File: src/rtl/gb_cpu_mcycle_sequencer.sv
// ---------------------------------------------------------------------------
// gb_cpu_mcycle_sequencer
//
// Instruction register and T-cycle/M-cycle timing for a Game Boy style core.
// It walks the decoder's M-cycle schedule and shortens a conditional
// instruction when its condition turns out false. It also handles the 0xCB
// prefix fetch, the opcode fetch that overlaps each instruction's last
// M-cycle, and HALT/wake.
//
// Ports:
//   clk                 system clock, one T-cycle per period
//   reset               synchronous, active-high
//   data_in[7:0]        memory read bus, valid at T3 of a fetch M-cycle
//   sched_len[2:0]      M-cycle count of the current opcode (condition true)
//   sched_cond_mcycle   M-cycle whose T3 samples cond_met (0 = unconditional)
//   sched_short_len     M-cycle count when the condition is false
//   cond_met            flag-condition result from execute
//   halt_req            execute requests HALT (sampled at the last T3)
//   wake                interrupt pending
//   opcode[7:0]         instruction register, to decoder
//   cb_prefix           opcode is 0xCB-prefixed, to decoder
//   m_cycle[2:0]        M-cycle index within the instruction
//   t_cycle[1:0]        T-cycle within the M-cycle
//   fetch               this M-cycle ends with an opcode fetch
//   instr_done          one-clk pulse at T3 of the last M-cycle
//   halted              core is in HALT
// ---------------------------------------------------------------------------
module gb_cpu_mcycle_sequencer #(
    parameter int MAX_MCYCLES   = 6,
    parameter int TCYCLES_PER_M = 4   // must fit the 2-bit t_cycle counter
) (
    input  logic       clk,
    input  logic       reset,
    input  logic [7:0] data_in,
    input  logic [2:0] sched_len,
    input  logic [2:0] sched_cond_mcycle,
    input  logic [2:0] sched_short_len,
    input  logic       cond_met,
    input  logic       halt_req,
    input  logic       wake,
    output logic [7:0] opcode,
    output logic       cb_prefix,
    output logic [2:0] m_cycle,
    output logic [1:0] t_cycle,
    output logic       fetch,
    output logic       instr_done,
    output logic       halted
);

    typedef enum logic [1:0] {
        ST_RUN,
        ST_PREFIX,
        ST_HALT,
        ST_WAKE
    } state_e;

    localparam logic [1:0] T_LAST = 2'(TCYCLES_PER_M - 1);
    localparam logic [3:0] MAX_L  = 4'(MAX_MCYCLES);
    localparam logic [7:0] CB_OP  = 8'hCB;

    state_e     state_q, state_d;
    logic [7:0] opcode_q, opcode_d;
    logic       cb_prefix_q, cb_prefix_d;
    logic [2:0] m_cycle_q, m_cycle_d;
    logic [1:0] t_cycle_q, t_cycle_d;
    logic       cond_fail_q, cond_fail_d;
    logic       halted_q, halted_d;

    logic [3:0] len_base;
    logic [3:0] short_floor;
    logic [3:0] len_short;
    logic [3:0] len_eff;
    logic       last_m;
    logic       t3;
    logic       fetch_c;
    logic       halt_entry;

    // Effective instruction length. Widened to 4 bits so that cond+2 and the
    // comparison against MAX_MCYCLES never wrap.
    always_comb begin
        len_base    = {1'b0, sched_len};
        short_floor = {1'b0, sched_cond_mcycle} + 4'd2;
        len_short   = {1'b0, sched_short_len};
        if (len_base == 4'd0 || len_base > MAX_L) begin
            len_base = 4'd1;
        end
        // A failed condition can never end the instruction before the
        // M-cycle following the one that sampled it.
        if (len_short < short_floor) begin
            len_short = short_floor;
        end
        if (len_short > MAX_L) begin
            len_short = MAX_L;
        end
        len_eff = cond_fail_q ? len_short : len_base;
        last_m  = ({1'b0, m_cycle_q} == (len_eff - 4'd1));
        t3      = (t_cycle_q == T_LAST);
    end

    always_comb begin
        fetch_c = 1'b0;
        case (state_q)
            ST_RUN:    fetch_c = last_m;
            ST_PREFIX: fetch_c = 1'b1;
            ST_WAKE:   fetch_c = 1'b1;
            default:   fetch_c = 1'b0;
        endcase
        // A pending interrupt at the same T3 cancels the HALT request.
        halt_entry = (state_q == ST_RUN) && last_m && t3 && halt_req && !wake;
    end

    always_comb begin
        state_d     = state_q;
        opcode_d    = opcode_q;
        cb_prefix_d = cb_prefix_q;
        m_cycle_d   = m_cycle_q;
        cond_fail_d = cond_fail_q;
        halted_d    = halted_q;
        t_cycle_d   = t3 ? 2'd0 : t_cycle_q + 2'd1;

        if (t3) begin
            if (fetch_c) begin
                m_cycle_d   = 3'd0;
                cond_fail_d = 1'b0;
                if (halt_entry) begin
                    // The fetched byte is discarded; opcode stays as-is.
                    state_d  = ST_HALT;
                    halted_d = 1'b1;
                end else begin
                    opcode_d = data_in;
                    if (state_q == ST_PREFIX) begin
                        // Second byte of a CB instruction, even another 0xCB.
                        cb_prefix_d = 1'b1;
                        state_d     = ST_RUN;
                    end else if (data_in == CB_OP) begin
                        cb_prefix_d = 1'b0;
                        state_d     = ST_PREFIX;
                    end else begin
                        cb_prefix_d = 1'b0;
                        state_d     = ST_RUN;
                    end
                end
            end else if (state_q == ST_HALT) begin
                m_cycle_d = 3'd0;
                if (wake) begin
                    state_d  = ST_WAKE;
                    halted_d = 1'b0;
                end
            end else begin
                m_cycle_d = m_cycle_q + 3'd1;
                if (sched_cond_mcycle != 3'd0 && m_cycle_q == sched_cond_mcycle
                        && !cond_met) begin
                    cond_fail_d = 1'b1;
                end
            end
        end
    end

    always_ff @(posedge clk) begin
        if (reset) begin
            state_q     <= ST_RUN;
            opcode_q    <= 8'h00;
            cb_prefix_q <= 1'b0;
            m_cycle_q   <= 3'd0;
            t_cycle_q   <= 2'd0;
            cond_fail_q <= 1'b0;
            halted_q    <= 1'b0;
        end else begin
            state_q     <= state_d;
            opcode_q    <= opcode_d;
            cb_prefix_q <= cb_prefix_d;
            m_cycle_q   <= m_cycle_d;
            t_cycle_q   <= t_cycle_d;
            cond_fail_q <= cond_fail_d;
            halted_q    <= halted_d;
        end
    end

    assign opcode     = opcode_q;
    assign cb_prefix  = cb_prefix_q;
    assign m_cycle    = m_cycle_q;
    assign t_cycle    = t_cycle_q;
    assign fetch      = fetch_c;
    assign instr_done = fetch_c && t3;
    assign halted     = halted_q;

endmodule

File: config.mk
export PLATFORM = sky130hd
export DESIGN_NAME = gb_cpu_mcycle_sequencer
export DESIGN_NICKNAME = d
export VERILOG_FILES = /design/src/rtl/gb_cpu_mcycle_sequencer.sv
export SDC_FILE = /design/constraint.sdc
export NUM_CORES = 1
export LEC_CHECK = 0
export ABC_AREA = 1
export CORE_AREA = 2 2 59 61
export DETAILED_ROUTE_END_ITERATION = 8
export DIE_AREA = 0 0 61 63
export DONT_BUFFER_PORTS = 1
export GPL_TIMING_DRIVEN = 0
export PLACE_DENSITY = 0.53
export SYNTH_ARGS = -nofsm -noshare
export SYNTH_HDL_FRONTEND = slang
export SYNTH_SLANG_ARGS = --single-unit
File: constraint.sdc
create_clock -name clk -period 7.79 [get_ports clk]
set_input_delay 1.9475 -clock clk [delete_from_list [all_inputs] [get_ports clk]]
set_output_delay 1.9475 -clock clk [all_outputs]
set_load 0.005 [all_outputs]
==> flow_summary.ini, run 1 <==
[run_status]
outcome = completed

[hold_path]
hold_depth = 1
hold-path-endpoint = t_cycle[0]
min_path_type = reg2reg
hp-start = t_cycle[0]

[clocking]
cts_root_buf = clkbuf_4
clkSlewWorstSetupHoldPaths_ns = 0.10
clock_sinks = 18
cts_buffers = 3
cts_tree = yes
cts_max_path_buffers = 2
cts.hold.buffers_added = 0
clock_latency_ns = 0.30
post-cts-setup-buffers = 0
cts_resized = 0
h-tree-depth = 1

[placed_design]
hpwl_um = 2160
placed_cells = 209
io_buffers = 0
place_congestion = 0.8070
pre_cts_ws_ns = 1.325

[worst_setup_path]
slowest_stage = ha_1
reg2reg_to = opcode[2]
reg2reg_depth = 15
crit_arrival_ns = 4.53
worstSetupPathType = in2out
cp_common_cell = nand2_4
required_ns = 5.84
path_cells = ha_1 -> inv_1 -> ha_1 -> inv_1 -> nor2_2 -> nand2_4 -> a21oi_1 -> nor2_2 -> nor2_4 -> nand2_4 -> ha_1 -> a21oi_1 -> o211a_1 -> nand3_4 -> nor2_8 -> nand2_4 -> nand2_4 -> nand2_2 -> inv_2 -> buf_12
crit_path_end_kind = output port
max_stage_delay_ns = 0.31
r2r_start = cond_fail_q
r2r_setup_slack_ns = 5.25
cp-start-kind = input port
crit_fanout = 10

[layout]
final_nets = 196
multiInputGateArea_um2 = 854.6
regArea_um2 = 360.3
fin_cells = 213
n_antenna_cell = 0
drive_gt1_frac = 0.3413
fill_cells = 320
syn_to_final_growth_pct = 7.022

[sta]
rsz0062_at_grt = false
worst_pin_slew_ns = 0.6467
fin_skew_ns = 0.001915
min_period_over_period = 0.8309
fin_ws_ns = 1.317
finalSetupViolCount = 0
final_max_slew_viol_count = 0
worst_slew_margin_rel = 0.5689
min_period_ns = 6.473
max_freq_mhz = 154.5
setup-tns-final_ns = 0
hold_ws_ns = 0.4806
hold_viol = 0

[yosys]
synth_area_leaders = dfxtp_1 (27%), nand3_2 (13%), nand2_1 (8.4%)
synth.cell_area_um2 = 1336
yosys.area.top_type = dfxtp_1
syn_inst = 163
syn_nets = 191
ys_ff_latch = 18
synth_cell_type_count = 30
ys_warn_count = 0
synth_top_area_frac = 0.2697
seq_area_frac_synth = 0.2697
syn_avg_cell_area_um2 = 8.198

[detailed_routing]
drc = 0
wl_um = 2652
wire_per_inst_um = 12.45
viasPerCell = 4.925
drtAntennaViolNets = 0
vias = 1049
firstDrtPassIters = 4
drt-initial-drc-count = 35

[floorplan]
io_pins = 39
die_w_um = 61
start_util = 0.4135
die_h_um = 63
dieArea_um2 = 3843
core_um2 = 3232
rows = 21

[power]
p_per_area_nw_per_um2 = 140.5
peakVddDrop_uv = 84.29
leakagePower_nw = 0.5707

[global_route]
antenna_found_initial = 0
grt_pass1_vias = 1077
grt_pass1_wl_um = 4698
track_usage = 0.1595
grt_max_degree = 11
grt-ovfl-total = 0

[job]
cap_violations = 0
[logic make-up (layout without fill, tap and decap cells)]
| kind of cell | Yosys count | in the layout | synth area share |
|---|---|---|---|
| compound gates | 26 | 26 | 0.1451 |
| simple gates | 88 | 88 | 0.4317 |
| flops | 18 | 18 | 0.2697 |
| fa+ha+maj | 6 | 6 | 0.05618 |
| xor+xnor | 1 | 1 | 0.006556 |
| buf+inv | 24 | 28 | 0.09082 |
[flip-flops by register name (all words and copies together), names as in the netlist]
register	cells
state_q	2
opcode	8
m_cycle	3
cond_fail_q	1
halted	1
cb_prefix	1
t_cycle	2
[synthesized netlist by cell type, drive strengths merged]
cell    instances
a211oi          2
a21oi          17
a221oi          1
buf             3
clkbuf          1
dfxtp          18
ha              6
inv            20
nand2          41
nand3          30
nand4           2
nor2           13
nor3            1
nor4            1
o211a           1
o21ai           2
o22ai           3
xor2            1
[metal layers]
metal,track usage,vias to the layer above,part of all wire
met5,0,-,0
met2,0.2460,17,0.48
met4,0.06522,0,0.018
li1,-,559,-
met1,0.2097,467,0.45
met3,0.03727,6,0.049
[layout by cell type (no fill, tap or decap), types with 2 or more instances in the layout]
| master | Yosys | final |
|---|---|---|
| a21oi_2 | 9 | 9 |
| nand3_1 | 11 | 11 |
| inv_1 | 17 | 17 |
| o21ai_0 | 2 | 2 |
| nand2_4 | 5 | 5 |
| dfxtp_1 | 18 | 18 |
| nand3_2 | 18 | 18 |
| nor2_1 | 7 | 7 |
| nand2_1 | 30 | 30 |
| ha_1 | 6 | 6 |
| clkbuf_4 | 0 | 3 |
| o22ai_1 | 3 | 3 |
| nand2_2 | 6 | 6 |
| nor2_2 | 3 | 3 |
| buf_6 | 2 | 2 |
| inv_2 | 3 | 3 |
| a21oi_1 | 8 | 8 |
| nor2_4 | 2 | 2 |
[report_power, final]
group          internal (mW)  total, mW  switching, mW
sequential            0.0943     0.0965        0.00216
combinational         0.0173     0.0452         0.0280
clock                 0.0285     0.0592         0.0307
[cell type report]
cell class / instances / area share
Inverter: 20 / 0.05249
Multi-Input combinational cell: 121 / 0.5976
Sequential cell: 18 / 0.2520
Tap cell: 46 / 0.04025
Buffer: 4 / 0.03237
Clock buffer: 4 / 0.02537
[worst max-delay path by stage]
stage,startpoint,to,depth (start not counted)
floorplan,sched_cond_mcycle[1],instr_done,20
global placement,sched_cond_mcycle[1],instr_done,20
detailed placement,sched_cond_mcycle[1],instr_done,20
CTS,sched_cond_mcycle[1],instr_done,20
global route,sched_cond_mcycle[1],instr_done,20
finish,sched_cond_mcycle[1],instr_done,20
[critical path, delay by kind of cell]
kind | cells | cell delay [ns]
buffers and inverters | 4 | 0.31
AOI/OAI and AO/OA | 3 | 0.53
and+or+nand+nor | 10 | 0.86
adders and majority gates | 3 | 0.87
[through the flow]
stage | instance area (µm²) | power [mW] | util
5_1_grt | 1430 | 0.2137 | 0.4425
6_report | 1430 | 0.2009 | 0.4425
2_1_floorplan | 1336 | 0.1378 | -
4_1_cts | 1430 | 0.2054 | 0.4425
3_3_place_gp | 1394 | 0.1431 | 0.4313
3_5_place_dp | 1394 | 0.1443 | 0.4313
Note: power is estimated with default switching activity, not from simulation.
==> inputs of run 2 (changes only) <==
==> constraint.sdc (replaced) <==
create_clock -name clk -period 6.1 [get_ports clk]
set_input_delay 1.525 -clock clk [delete_from_list [all_inputs] [get_ports clk]]
set_output_delay 1.525 -clock clk [all_outputs]
set_load 0.005 [all_outputs]
==> results of run 2 <==
The final DEF is identical to that of run 1. Status: completed.
Main changes from that run: setup slack after placement 1.325 ns -> 0.4801 ns; setup slack after layout 1.317 ns -> 0.4723 ns; register-to-register setup slack 5.25 ns -> 3.56 ns; total power 0.2009 mW -> 0.2566 mW; worst IR drop on VDD 84.29 µV -> 107.6 µV
